File: src/rtl/ground_pkg.sv
`default_nettype none
// ============================================================================
// Module   : ground_pkg
// Brief    : Shared types, LFSR constants and seed helper for ground lines.
// Revision : 1.0 - initial release
// ============================================================================
package ground_pkg;

  typedef enum logic [1:0] {
    ST_IDLE  = 2'd0,
    ST_SOLID = 2'd1,
    ST_GAP   = 2'd2
  } ground_state_e;

  localparam logic [15:0] LFSR_TAPS     = 16'hB400;
  localparam logic [15:0] SEED_FALLBACK = 16'hACE1;

  // An all-zero seed would lock the Galois LFSR, so it is swapped out.
  function automatic logic [15:0] effective_seed(input logic [15:0] seed);
    return (seed == 16'h0000) ? SEED_FALLBACK : seed;
  endfunction

endpackage
`default_nettype wire

File: src/rtl/ground_scroller_if.sv
`default_nettype none
// ============================================================================
// Module   : ground_scroller_if
// Brief    : Scroll control inputs and ground line outputs of one scroller.
// Revision : 1.0 - initial release
// ============================================================================
interface ground_scroller_if #(
  parameter int WIDTH = 640
);

  logic             enable_board;
  logic             step;
  logic [WIDTH-1:0] line_o;
  logic             in_gap;
  logic [15:0]      scroll_cnt;

  modport master (
    output enable_board,
    output step,
    input  line_o,
    input  in_gap,
    input  scroll_cnt
  );

  modport slave (
    input  enable_board,
    input  step,
    output line_o,
    output in_gap,
    output scroll_cnt
  );

endinterface
`default_nettype wire

File: src/rtl/lfsr16.sv
`default_nettype none
// ============================================================================
// Module   : lfsr16
// Brief    : 16-bit right-shifting Galois LFSR with zero-safe seed load.
// Revision : 1.0 - initial release
// ============================================================================
module lfsr16
  import ground_pkg::*;
(
  input  logic        clk,
  input  logic        reset,
  input  logic [15:0] seed,
  input  logic        adv,
  output logic [15:0] value
);

  logic [15:0] r_value;
  logic [15:0] w_next;

  assign w_next = {1'b0, r_value[15:1]} ^ (r_value[0] ? LFSR_TAPS : 16'h0000);

  always_ff @(posedge clk) begin
    if (!reset) begin
      r_value <= effective_seed(seed);
    end else if (adv) begin
      r_value <= w_next;
    end
  end

  assign value = r_value;

endmodule
`default_nettype wire

File: src/rtl/ground_scroller.sv
`default_nettype none
// ============================================================================
// Module   : ground_scroller
// Brief    : Scrolling ground occupancy line with LFSR-driven solid/gap runs.
// Revision : 1.0 - initial release
// ============================================================================
module ground_scroller
  import ground_pkg::*;
#(
  parameter int          WIDTH     = 640,
  parameter logic [15:0] SEED      = 16'h0001,
  parameter int          LEAD_IN   = 160,
  parameter int          MIN_SOLID = 24,
  parameter int          MIN_GAP   = 8
) (
  input  logic               clk,
  input  logic               reset,
  ground_scroller_if.slave   bus
);

  localparam logic [1:0] C_ST_IDLE  = ST_IDLE;
  localparam logic [1:0] C_ST_SOLID = ST_SOLID;
  localparam logic [1:0] C_ST_GAP   = ST_GAP;

  localparam logic [7:0] C_LEAD_M1   = 8'(LEAD_IN - 1);
  localparam logic [7:0] C_MIN_SOLID = 8'(MIN_SOLID);
  localparam logic [7:0] C_MIN_GAP   = 8'(MIN_GAP);

  logic [WIDTH-1:0] r_line;
  logic [1:0]       r_state;
  logic [7:0]       r_run_cnt;
  logic [15:0]      r_scroll_cnt;
  logic             r_in_gap;

  logic        w_accept;
  logic        w_new_bit;
  logic [15:0] w_lfsr;
  logic [7:0]  w_gap_len;
  logic [7:0]  w_solid_len;
  logic [1:0]  w_state_nxt;
  logic [7:0]  w_run_nxt;

  assign w_accept = bus.step & bus.enable_board;

  lfsr16 u_lfsr (
    .clk   (clk),
    .reset (reset),
    .seed  (SEED),
    .adv   (w_accept),
    .value (w_lfsr)
  );

  // Segment lengths use the LFSR value before this step's advance.
  assign w_gap_len   = C_MIN_GAP   + {4'b0000, w_lfsr[3:0]};
  assign w_solid_len = C_MIN_SOLID + {2'b00,   w_lfsr[5:0]};
  assign w_new_bit   = (r_state != C_ST_GAP);

  always_comb begin
    w_state_nxt = r_state;
    w_run_nxt   = r_run_cnt;
    case (r_state)
      C_ST_IDLE: begin
        if (LEAD_IN == 1) begin
          w_state_nxt = C_ST_GAP;
          w_run_nxt   = w_gap_len;
        end else begin
          w_state_nxt = C_ST_SOLID;
          w_run_nxt   = C_LEAD_M1;
        end
      end
      C_ST_SOLID: begin
        if (r_run_cnt > 8'd1) begin
          w_run_nxt = r_run_cnt - 8'd1;
        end else begin
          w_state_nxt = C_ST_GAP;
          w_run_nxt   = w_gap_len;
        end
      end
      C_ST_GAP: begin
        if (r_run_cnt > 8'd1) begin
          w_run_nxt = r_run_cnt - 8'd1;
        end else begin
          w_state_nxt = C_ST_SOLID;
          w_run_nxt   = w_solid_len;
        end
      end
      default: begin
        w_state_nxt = C_ST_IDLE;
        w_run_nxt   = 8'd0;
      end
    endcase
  end

  // Without an accepted step everything holds, so a dropped enable freezes mid-segment.
  always_ff @(posedge clk) begin
    if (!reset) begin
      r_line       <= '1;
      r_state      <= C_ST_IDLE;
      r_run_cnt    <= 8'd0;
      r_scroll_cnt <= 16'h0000;
      r_in_gap     <= 1'b0;
    end else if (w_accept) begin
      r_line    <= {w_new_bit, r_line[WIDTH-1:1]};
      r_state   <= w_state_nxt;
      r_run_cnt <= w_run_nxt;
      r_in_gap  <= (w_state_nxt == C_ST_GAP);
      if (r_scroll_cnt != 16'hFFFF) begin
        r_scroll_cnt <= r_scroll_cnt + 16'h0001;
      end
    end
  end

  assign bus.line_o     = r_line;
  assign bus.in_gap     = r_in_gap;
  assign bus.scroll_cnt = r_scroll_cnt;

endmodule
`default_nettype wire

File: src/flat_wrapper.sv
// flat-port wrapper written by rule: the top's interface ports become plain ports
module ground_scroller_flat import ground_pkg::*;
#(
  parameter int          WIDTH     = 640,
  parameter logic [15:0] SEED      = 16'h0001,
  parameter int          LEAD_IN   = 160,
  parameter int          MIN_SOLID = 24,
  parameter int          MIN_GAP   = 8
)
  (clk, reset, bus_enable_board, bus_step, bus_line_o, bus_in_gap, bus_scroll_cnt);
  ground_scroller_if #(.WIDTH(WIDTH)) bus_i ();
  input  logic clk;
  input  logic reset;
  input wire logic [$bits(bus_i.enable_board)-1:0] bus_enable_board;
  input wire logic [$bits(bus_i.step)-1:0] bus_step;
  output wire logic [$bits(bus_i.line_o)-1:0] bus_line_o;
  output wire logic [$bits(bus_i.in_gap)-1:0] bus_in_gap;
  output wire logic [$bits(bus_i.scroll_cnt)-1:0] bus_scroll_cnt;
  assign bus_i.enable_board = bus_enable_board;
  assign bus_i.step = bus_step;
  assign bus_line_o = bus_i.line_o;
  assign bus_in_gap = bus_i.in_gap;
  assign bus_scroll_cnt = bus_i.scroll_cnt;
  ground_scroller #(.WIDTH(WIDTH), .SEED(SEED), .LEAD_IN(LEAD_IN), .MIN_SOLID(MIN_SOLID), .MIN_GAP(MIN_GAP)) u_core (.clk(clk), .reset(reset), .bus(bus_i));
endmodule
File: config.mk
export PLATFORM = sky130hd
export DESIGN_NAME = ground_scroller_flat
export DESIGN_NICKNAME = d
export VERILOG_FILES = /design/src/rtl/ground_pkg.sv /design/src/rtl/ground_scroller_if.sv /design/src/rtl/lfsr16.sv /design/src/rtl/ground_scroller.sv /design/src/flat_wrapper.sv
export SDC_FILE = /design/constraint.sdc
export NUM_CORES = 1
export LEC_CHECK = 0
export CORE_AREA = 4 4 257 259
export CTS_CLUSTER_DIAMETER = 80
export DETAILED_ROUTE_END_ITERATION = 10
export DIE_AREA = 0 0 261 263
export PLACE_DENSITY = 0.76
export SYNTH_ARGS = -nofsm -noshare
export SYNTH_HDL_FRONTEND = slang
export SYNTH_SLANG_ARGS = --single-unit
File: constraint.sdc
create_clock -name clk -period 2.3 [get_ports clk]
set_clock_uncertainty 0.05 [all_clocks]
set_input_delay 0.69 -clock clk [delete_from_list [all_inputs] [get_ports clk]]
set_output_delay 0.69 -clock clk [all_outputs]
set_load 0.005 [all_outputs]
==> results of run 1 <==
[path summary, 6_finish.rpt]
check                                      start                             endpoint  slack (ps)  cells past startpoint
max          u_core.bus.line_o[215]$_SDFFE_PN1P_                      bus_line_o[215]          40                      1
min                                        reset  u_core.bus.line_o[115]$_SDFFE_PN1P_         330                      2
max reg2reg     u_core.r_run_cnt[1]$_SDFFE_PN0P_     u_core.r_run_cnt[0]$_SDFFE_PN0P_         220                      8
min reg2reg  u_core.u_lfsr.value[7]$_SDFFE_PN0P_  u_core.u_lfsr.value[7]$_SDFFE_PN0P_         410                      2
[per-stage QoR]
step / TNS (ps) / hold slack [ps] / worst slack (ps) / utilization / total power [W]
5_1_grt: -18.8 / 309 / -14.2 / 0.540 / 0.0296
6_report: 0 / 326 / 44.3 / 0.540 / 0.0284
3_5_place_dp: -65110 / 407 / -226 / 0.500 / 0.0172
4_1_cts: 0 / 280 / 0.0308 / 0.536 / 0.0287
3_3_place_gp: -53450 / 396 / -180 / 0.500 / 0.0171
2_1_floorplan: 0 / 391 / 288 / - / 0.0150
[power groups by stage]
stage	clock network (W)	registers (W)	logic, W
floorplan	0	0.0134	0.00157
global placement	0	0.0135	0.00359
detailed placement	0	0.0135	0.00367
CTS	0.0118	0.0133	0.00362
global route	0.0123	0.0134	0.00395
finish	0.0116	0.0133	0.00357
[cells in the mapped netlist, types with 5 or more instances]
cell      count  area [um2]
xnor2_1      12         105
xor2_1        7        61.3
clkbuf_1    168         631
nand2_1    1321        4960
and3_1        5        31.3
nor2_1       14        52.6
a21boi_0     14         105
nor3_1       10        50.1
a31oi_1       6        37.5
o21ai_0      19        95.1
dfxtp_1     683       13700
nand3_1     647        3240
buf_2        62         310
a21oi_1       9        45.0
and2_1       13        81.3
inv_1         7        26.3
[registers in the layout, indices dropped and copies added (netlist names)]
| name | flops |
|---|---|
| u_core.bus.scroll_cnt | 16 |
| u_core.bus.line_o | 640 |
| u_core.r_run_cnt | 8 |
| u_core.u_lfsr.value | 16 |
| u_core.bus.in_gap | 1 |
| u_core.r_state | 2 |
[cell type report]
type / count / area share
Clock buffer: 95 / 0.0594
Clock inverter: 25 / 0.00852
Inverter: 7 / 0.000762
Multi-Input combinational cell: 2130 / 0.270
Sequential cell: 683 / 0.401
Tap cell: 855 / 0.0310
Timing Repair Buffer: 776 / 0.229
[per-layer routing]
| metal | track usage | routed length (um) | up-vias |
|---|---|---|---|
| li1 | - | - | 11100 |
| met1 | 0.247 | 29900 | 10600 |
| met2 | 0.338 | 35000 | 802 |
| met3 | 0.0669 | 6410 | 174 |
| met4 | 0.100 | 3700 | 0 |
| met5 | 0 | 0 | - |
[cell families after synthesis]
| group | after synthesis | synth area share |
|---|---|---|
| and+or+nand+nor | 2040 | 0.361 |
| xor gates and xnor gates | 19 | 0.00695 |
| adders and majority gates | 6 | 0.00293 |
| muxes | 1 | 0.000418 |
| DFF | 683 | 0.571 |
| buffers and inverters | 238 | 0.0405 |
| AOI/OAI and AO/OA | 64 | 0.0177 |
[timing repair]
| action | 4_1_cts | 5_1_grt |
|---|---|---|
| resized for setup | 176 | 118 |
| hold buffers | 0 | 0 |
| gates cloned | 0 | 0 |
| endpoints found under the setup margin | 166 | 118 |
==> metrics.cfg, run 1 <==
[route]
routedWlPerCell_um = 16.4
vias = 22700
post-route-drc-count = 0
ant_nets = 0
drt_iter0_markers = 1719
wl_um = 75100
vias_per_cell = 4.97
dr.pass1.iters = 5

[synth]
ys_warn_count = 0
synthesis.area_um2 = 24000
syn_inst = 3051
synth_cell_types = 42
ys_seq_area_frac = 0.571
synth-edff-count = 0
syn-num-nets = 3059
synth.ff_latch_count = 683
synthArstFlopShare = 0
avgSynthCellArea_um2 = 7.85
ys.flop_type = dfxtp_1

[sta]
min_period_ps = 2260
worst_pin_slew_ps = 614
finalSetupViolCount = 0
hold_violations = 0
slew_violations = 0
fin_crit_sh = 0.981
fmax_mhz = 443
slew_headroom = 0.590

[outcome]
status = completed

[die]
initial_core_util = 0.375
die_y_um = 263
die-area_um2 = 68600
io_pins = 661
core_area_um2 = 63900
die_w_um = 261
rows = 93

[critical_path]
cp-end-kind = output pin
required_ps = 1560
slowest_stage = clkdlybuf4s50_1
cp_cell_sequence = clkdlybuf4s50_1
critPathTopFamily = buffers and inverters
critPathKind = reg2out
slowest_delay_ps = 570
startpoint_type = flip-flop
cp_max_fo = 3
arrival_ps = 1520
crit_buf_inv = 1

[final_layout]
instances_no_fill = 4571
design_area_um2 = 34500
area_growth_syn_to_layout_pct = 44.0
final_common_cell = nand2_1
diodes = 0
fill_cells = 5678
regArea_um2 = 13800
multi_input_area_um2 = 9320
layout_common_cells = 1320 x nand2_1, 647 x nand3_1, 576 x dfxtp_1
drive_gt1_frac = 0.0923
final_nets = 3677

[clock_tree]
cts_buffer_depth = 3
cts_root_buffer = clkbuf_16
cts_buffers = 71
cts_sinks = 683
htree_levels = 3
clk_pin_slew_worst_paths_ps = 60
cts_tree = done
cts_setup_buffers = 0
clock_latency_ps = 600

[pwr]
p_int_w = 0.0212
switchingPower_w = 0.00721
swShare = 0.254
p_leak_nw = 16.1
combPwrFrac = 0.126
powerDensity_nw_per_um2 = 824
ir_drop_v = 0.000539
seq_power_share = 0.467
pwr-share-clk = 0.408

[global_routing]
grt_pass1_wl_um = 117000
grt_pass1_vias = 21400
grtUsageTotal = 0.207
grt_overflow = 0
grt_antenna_before_repair = 0
grt_max_degree = 72

[placement]
globalplace.congestion = 0.850
place_inst = 4451
dpl.hpwl_um = 52700
io_buffer_count = 660
placed_area_um2 = 32000

[run]
maxCapViolCount = 0

[hold_path]
hp-class = in2reg

No activity file was read; power rests on OpenSTA's default activity.
==> run 2, diff against run 1 <==
- SLEW_MARGIN: not set -> 15
==> results of run 2 <==
Same layout as run 1: the final DEF is identical, and so are final timing and power.
